[src/rtl/nco_en_pkg.sv]
// Shared types and helpers for the multi-channel NCO clock-enable generator.
// Channel FSM states, default widths and config validation.
package nco_en_pkg;

    localparam int DEF_ACC_W = 32;
    localparam int DEF_DIV_W = 4;
    // Validation is done at this width so any ACC_W up to 64 can be checked.
    localparam int MAX_ACC_W = 64;

    typedef enum logic [1:0] {
        ST_IDLE   = 2'd0,
        ST_SETTLE = 2'd1,
        ST_RUN    = 2'd2
    } ch_state_e;

    function automatic logic cfg_valid(input logic [MAX_ACC_W-1:0] step,
                                       input logic [MAX_ACC_W-1:0] period);
        return (period != '0) && (step < period);
    endfunction

endpackage

[src/rtl/nco_en_ch.sv]
// One enable channel: IDLE/SETTLE/RUN FSM, phase accumulator, fixed-latency
// delay line and a divide-by-N secondary enable counted on en_out pulses.
module nco_en_ch
    import nco_en_pkg::*;
#(
    parameter int ACC_W      = DEF_ACC_W,
    parameter int DIV_W      = DEF_DIV_W,
    parameter int PIPE_DLY   = 8,
    parameter int SETTLE_CYC = 7
) (
    input  logic             sys_clk,
    input  logic             glb_rst_n,
    input  logic [ACC_W-1:0] cfg_step,
    input  logic [ACC_W-1:0] cfg_period,
    input  logic [DIV_W-1:0] cfg_div,
    input  logic             cfg_load,
    input  logic             ch_enable,
    output ch_state_e        state,
    output logic             cfg_err,
    output logic             en_out,
    output logic             en_div_out
);

    localparam int SUM_W       = ACC_W + 1;
    localparam int SET_W       = $clog2(SETTLE_CYC + 1);
    localparam int SETTLE_LAST = (SETTLE_CYC >= 2) ? SETTLE_CYC - 2 : 0;

    ch_state_e         state_d;
    logic [SET_W-1:0]  settle_cnt;
    logic [ACC_W-1:0]  step_q;
    logic [ACC_W-1:0]  period_q;
    logic [DIV_W-1:0]  div_q;
    logic [DIV_W-1:0]  div_cnt;
    logic [ACC_W-1:0]  phase;
    logic [ACC_W-1:0]  phase_d;
    logic [SUM_W-1:0]  sum;
    logic [PIPE_DLY-1:0] dly;
    logic [PIPE_DLY-1:0] dly_d;
    logic              load_ok;
    logic              acc_wrap;
    logic              div_hit;

    assign load_ok = cfg_valid(MAX_ACC_W'(cfg_step), MAX_ACC_W'(cfg_period));
    assign div_hit = (div_cnt == div_q - DIV_W'(1));

    always_comb begin
        state_d = state;
        case (state)
            ST_IDLE:   state_d = ST_IDLE;
            ST_SETTLE: if (settle_cnt == SET_W'(SETTLE_LAST)) state_d = ST_RUN;
            ST_RUN:    state_d = ST_RUN;
            default:   state_d = ST_IDLE;
        endcase
        // A load overrides everything, from any state.
        if (cfg_load) begin
            if (!load_ok)             state_d = ST_IDLE;
            else if (SETTLE_CYC == 1) state_d = ST_RUN;
            else                      state_d = ST_SETTLE;
        end
    end

    // The sum is one bit wider than the operands so phase+step never overflows.
    always_comb begin
        sum      = SUM_W'(phase) + SUM_W'(step_q);
        acc_wrap = 1'b0;
        phase_d  = phase;
        if (state == ST_RUN && ch_enable) begin
            if (sum >= SUM_W'(period_q)) begin
                acc_wrap = 1'b1;
                phase_d  = ACC_W'(sum - SUM_W'(period_q));
            end else begin
                phase_d  = ACC_W'(sum);
            end
        end
        dly_d = (dly << 1) | PIPE_DLY'(acc_wrap);
    end

    always_ff @(posedge sys_clk or negedge glb_rst_n) begin
        if (!glb_rst_n) begin
            state      <= ST_IDLE;
            settle_cnt <= '0;
            step_q     <= '0;
            period_q   <= '0;
            div_q      <= DIV_W'(1);
            div_cnt    <= '0;
            phase      <= '0;
            dly        <= '0;
            cfg_err    <= 1'b0;
            en_out     <= 1'b0;
            en_div_out <= 1'b0;
        end else begin
            state <= state_d;
            if (cfg_load) begin
                step_q     <= cfg_step;
                period_q   <= cfg_period;
                div_q      <= (cfg_div == '0) ? DIV_W'(1) : cfg_div;
                cfg_err    <= !load_ok;
                settle_cnt <= '0;
                phase      <= '0;
                dly        <= '0;
                div_cnt    <= '0;
                en_out     <= 1'b0;
                en_div_out <= 1'b0;
            end else begin
                settle_cnt <= (state == ST_SETTLE) ? settle_cnt + SET_W'(1) : '0;
                phase      <= phase_d;
                dly        <= dly_d;
                en_out     <= dly[PIPE_DLY-1];
                en_div_out <= dly[PIPE_DLY-1] && div_hit;
                if (dly[PIPE_DLY-1]) begin
                    div_cnt <= div_hit ? '0 : div_cnt + DIV_W'(1);
                end
            end
        end
    end

endmodule

[src/rtl/nco_en_gen_mc.sv]
// Multi-channel fractional clock-enable generator: one independent NCO
// channel per slice of the packed configuration buses.
module nco_en_gen_mc
    import nco_en_pkg::*;
#(
    parameter int NUM_CH     = 2,
    parameter int ACC_W      = DEF_ACC_W,
    parameter int PIPE_DLY   = 8,
    parameter int SETTLE_CYC = 7,
    parameter int DIV_W      = DEF_DIV_W
) (
    input  logic                    sys_clk,
    input  logic                    glb_rst_n,
    input  logic [NUM_CH*ACC_W-1:0] cfg_step,
    input  logic [NUM_CH*ACC_W-1:0] cfg_period,
    input  logic [NUM_CH*DIV_W-1:0] cfg_div,
    input  logic [NUM_CH-1:0]       cfg_load,
    input  logic [NUM_CH-1:0]       ch_enable,
    output logic [NUM_CH-1:0]       ch_running,
    output logic [NUM_CH-1:0]       cfg_err,
    output logic [NUM_CH-1:0]       en_out,
    output logic [NUM_CH-1:0]       en_div_out
);

    ch_state_e ch_state [NUM_CH];

    for (genvar c = 0; c < NUM_CH; c++) begin : g_ch
        nco_en_ch #(
            .ACC_W      (ACC_W),
            .DIV_W      (DIV_W),
            .PIPE_DLY   (PIPE_DLY),
            .SETTLE_CYC (SETTLE_CYC)
        ) u_ch (
            .sys_clk    (sys_clk),
            .glb_rst_n  (glb_rst_n),
            .cfg_step   (cfg_step[c*ACC_W +: ACC_W]),
            .cfg_period (cfg_period[c*ACC_W +: ACC_W]),
            .cfg_div    (cfg_div[c*DIV_W +: DIV_W]),
            .cfg_load   (cfg_load[c]),
            .ch_enable  (ch_enable[c]),
            .state      (ch_state[c]),
            .cfg_err    (cfg_err[c]),
            .en_out     (en_out[c]),
            .en_div_out (en_div_out[c])
        );

        assign ch_running[c] = (ch_state[c] == ST_RUN);
    end

endmodule

[config.mk]
export PLATFORM = sky130hd
export DESIGN_NAME = nco_en_gen_mc
export DESIGN_NICKNAME = d
export VERILOG_FILES = /design/src/rtl/nco_en_pkg.sv /design/src/rtl/nco_en_ch.sv /design/src/rtl/nco_en_gen_mc.sv
export SDC_FILE = /design/constraint.sdc
export NUM_CORES = 1
export LEC_CHECK = 0
export ABC_CLOCK_PERIOD_IN_PS = 14570
export BUFFER_PORTS_ARGS = -buffer_cell sky130_fd_sc_hd__buf_2
export CELL_PAD_IN_SITES_DETAIL_PLACEMENT = 0
export CELL_PAD_IN_SITES_GLOBAL_PLACEMENT = 1
export CORE_MARGIN = 5
export CORE_UTILIZATION = 40
export CTS_CLUSTER_DIAMETER = 50
export DETAILED_ROUTE_END_ITERATION = 8
export PLACE_DENSITY_LB_ADDON = 0.1
export SYNTH_ARGS = -nofsm -noshare
export SYNTH_HDL_FRONTEND = slang
export SYNTH_HIERARCHICAL = 1
export SYNTH_SLANG_ARGS = --single-unit
export TNS_END_PERCENT = 5
[constraint.sdc]
create_clock -name sys_clk -period 14.57 [get_ports sys_clk]
set_input_delay 1.457 -clock sys_clk [delete_from_list [all_inputs] [get_ports sys_clk]]
set_output_delay 1.457 -clock sys_clk [all_outputs]
set_load 0.03 [all_outputs]
==> qor.csv <==
metric,value,unit
gp_congestion,0.899,
synthFlopType,dfrtp_1,
regToRegStartpoint,g_ch[1].u_ch/phase[19],
p_leak,0.0101,uW
diodes,0,
start_kind,flip-flop,
synth_area_per_cell,8.96,um2
grt_max_degree,105,
cts.sinks,240,
cts_buffer_depth,3,
synth_top_area_share,33.4,%
holdPathStages,1,
fin_skew,0.0251,ns
nets,2482,
end_kind,flip-flop,
avgRoutedWirePerCell,18.8,um
ir_drop,0.0742,mV
drive_gt1_share,15.2,%
io_pins,150,
start_util,40.4,%
cts_buffers,42,
routed_wl,51800,um
netlist_instances,1990,
fill_cells,4456,
hold_class,reg -> reg,
critPathKind,reg -> reg,
clk_pin_slew,0.06,ns
crit_arrival,6.73,ns
grt_usage,20.9,%
tightest_slew,1.30,ns
synth.lib_cells_used.distinct,80,
r2r_end,g_ch[1].u_ch/phase[30],
post-route-period-util,43.2,%
final_antenna_net_count,0,
synthArstFlopShare,100,%
hold_violations,0,
rsz0062_at_grt,no,
cellPowerDensity,146,nW/um2
antenna_found_initial,4,
min_period,6.30,ns
fp.dieH,221,um
synth-simple-area-share,14.1,%
overflow,0,
synthDominantAreaCellType,dfrtp_1,
via_count,14837,
cts_hold_buf,0,
synth_edf_count,0,
hold_ws,0.451,ns
synth_adder_area_share,14.6,%
slew_headroom,12.4,%
fmax,159,MHz
dieArea,48900,um2
holdPathEnd,g_ch[1].u_ch/dly[2],
slew_violations,0,
worstRegToRegCells,19,
io_buffer_count,149,
layout_common_cells,"dfrtp_1 (238), nand2_1 (208), ha_1 (202)",
min_from,g_ch[1].u_ch/dly[1],
ys_ff_latch,240,
synth_compound_area_share,19.9,%
layout_commonest_cell,dfrtp_1,
cts_root_buf,clkbuf_16,
setup_viol_count_final,0,
netlist_area,17800,um2
fin_setup_tns,0,ns
rows,77,
drt-pass1-iter-count,5,
via_per_inst,5.38,
crit_required,15.00,ns
post_cts.repair.setup_buffers,0,
area_delta_synth_final,15.4,%
utilization,46.6,%
stdcell_area,20600,um2
drv_cap,0,
status,completed,
yosysSeqAreaShare,33.7,%
drc,0,
cts_resized,0,
core_area,44100,um2
grt_pass1_wl,83600,um
dp_hpwl,39700,um
synthMuxAreaShare,6.44,%
synth_warnings,6,
cp_max_fo,25,
drt_iter0_drc,917,
r2r_slack,8.27,ns
synth_nets,2338,
synthXorXnorAreaFrac,6.19,%
cts-htree-levels,2,
fp.dieW,221,um
first_global_vias,14728,
placed_area,19100,um2
synth_area_leaders,"dfrtp_1 (33%), ha_1 (14%), o21ai_0 (5.4%)",
cts_tree,yes,
worstSkewPairLatency,0.57,ns
synth_top_family_by_area,compound AO/OA/AOI/OAI gates,
==> where the power goes <==
| group | internal, uW | leakage (uW) | total, uW | switching [uW] |
|---|---|---|---|---|
| sequential | 728 | 0.00305 | 764 | 36.3 |
| clock | 617 | 0.000695 | 1000 | 388 |
| combinational | 509 | 0.00639 | 1240 | 727 |
| total | 1850 | 0.0101 | 3000 | 1150 |
==> critical path, cell delays in order, from the launching register on <==
cell       delay, ns
dfrtp_1         0.41
ha_1            0.36
a21o_1          0.21
a21oi_1         0.27
nor2b_1         0.09
nor4_1          0.79
a21oi_1         0.29
o22ai_1         0.27
xor2_1          0.23
inv_1           0.07
ha_1            0.32
a21oi_1         0.14
nor2b_1         0.06
a2111oi_0       0.46
o211ai_1        0.21
or3_1           0.39
o41ai_4         0.42
nand2_2         0.64
nand2_1         0.39
o221ai_1        0.16
==> final cells by class <==
cell class              instances  area, um2  area share [%]
repair buffers                159        836            4.06
flip-flops and latches        240       6010            29.2
multi-input cells            1529      11000            53.2
clock buffers                  50       1120            5.45
clock inverters                27        308            1.50
inverters                     162        608            2.96
well taps                     592        741            3.60
==> through the flow <==
step / cells / worst slack, ns / total power (uW)
5_1_grt: 2759 / 7.93 / 3220
6_report: 2759 / 8.27 / 3000
2_1_floorplan: 1990 / 9.78 / 1720
3_5_place_dp: 2682 / 8.36 / 2000
4_1_cts: 2759 / 8.34 / 3040
3_3_place_gp: 2682 / 8.67 / 2000
==> registers in the layout, indices dropped and copies added (netlist names) <==
| register | flops |
|---|---|
| g_ch.u_ch/en_div_out | 2 |
| g_ch.u_ch/step_q | 64 |
| g_ch.u_ch/div_q | 8 |
| g_ch.u_ch/settle_cnt | 6 |
| g_ch.u_ch/en_out | 2 |
| g_ch.u_ch/period_q | 64 |
| g_ch.u_ch/div_cnt | 8 |
| g_ch.u_ch/state | 4 |
| g_ch.u_ch/cfg_err | 2 |
| g_ch.u_ch/phase | 64 |
| g_ch.u_ch/dly | 16 |
==> worst max-delay path by stage <==
stage / startpoint / end / slack, ns
2_1_floorplan: g_ch[1].u_ch/step_q[5] / g_ch[1].u_ch/phase[1] / 9.78
5_1_grt: g_ch[1].u_ch/phase[19] / g_ch[1].u_ch/phase[30] / 7.93
4_1_cts: g_ch[1].u_ch/phase[19] / g_ch[1].u_ch/phase[30] / 8.34
6_report: g_ch[1].u_ch/phase[19] / g_ch[1].u_ch/phase[30] / 8.27
3_5_place_dp: g_ch[1].u_ch/phase[19] / g_ch[1].u_ch/phase[30] / 8.36
3_3_place_gp: g_ch[1].u_ch/phase[0] / g_ch[1].u_ch/phase[30] / 8.67
==> routing by layer <==
metal | vias up | routed length (um) | GRT usage (%)
met5 | - | 29 | 0
li1 | 7378 | - | -
met4 | 4 | 805 | 4.58
met1 | 7077 | 27900 | 33.7
met2 | 320 | 20700 | 28.9
met3 | 58 | 2490 | 3.54
==> kinds of logic (layout without fill, tap and decap cells) <==
| family | after synthesis | in the layout |
|---|---|---|
| flops | 240 | 240 |
| simple gates | 529 | 529 |
| xor+xnor | 126 | 126 |
| mux | 106 | 106 |
| buf+inv | 221 | 398 |
| compound gates | 562 | 562 |
| fa+ha+maj | 206 | 206 |
==> Yosys cell counts (all sizes together) (5+ instances only) <==
cell,number
nor3,29
a211oi,20
o211ai,15
clkbuf,48
buf,11
a31oi,9
a211o,7
o21bai,9
o31ai,10
dfrtp,238
nand2b,24
mux2i,37
xor2,53
nand2,210
mux2,69
o2111ai,5
a22o,7
xnor2,73
and2,9
a21o,75
o22ai,5
nor2b,39
o21ai,206
nand3,28
nor2,95
nand4,34
a21oi,133
o21a,19
and3,12
nor4,20
or3,13
ha,202
a32oi,5
inv,162
No activity file was read; power rests on OpenSTA's default activity.
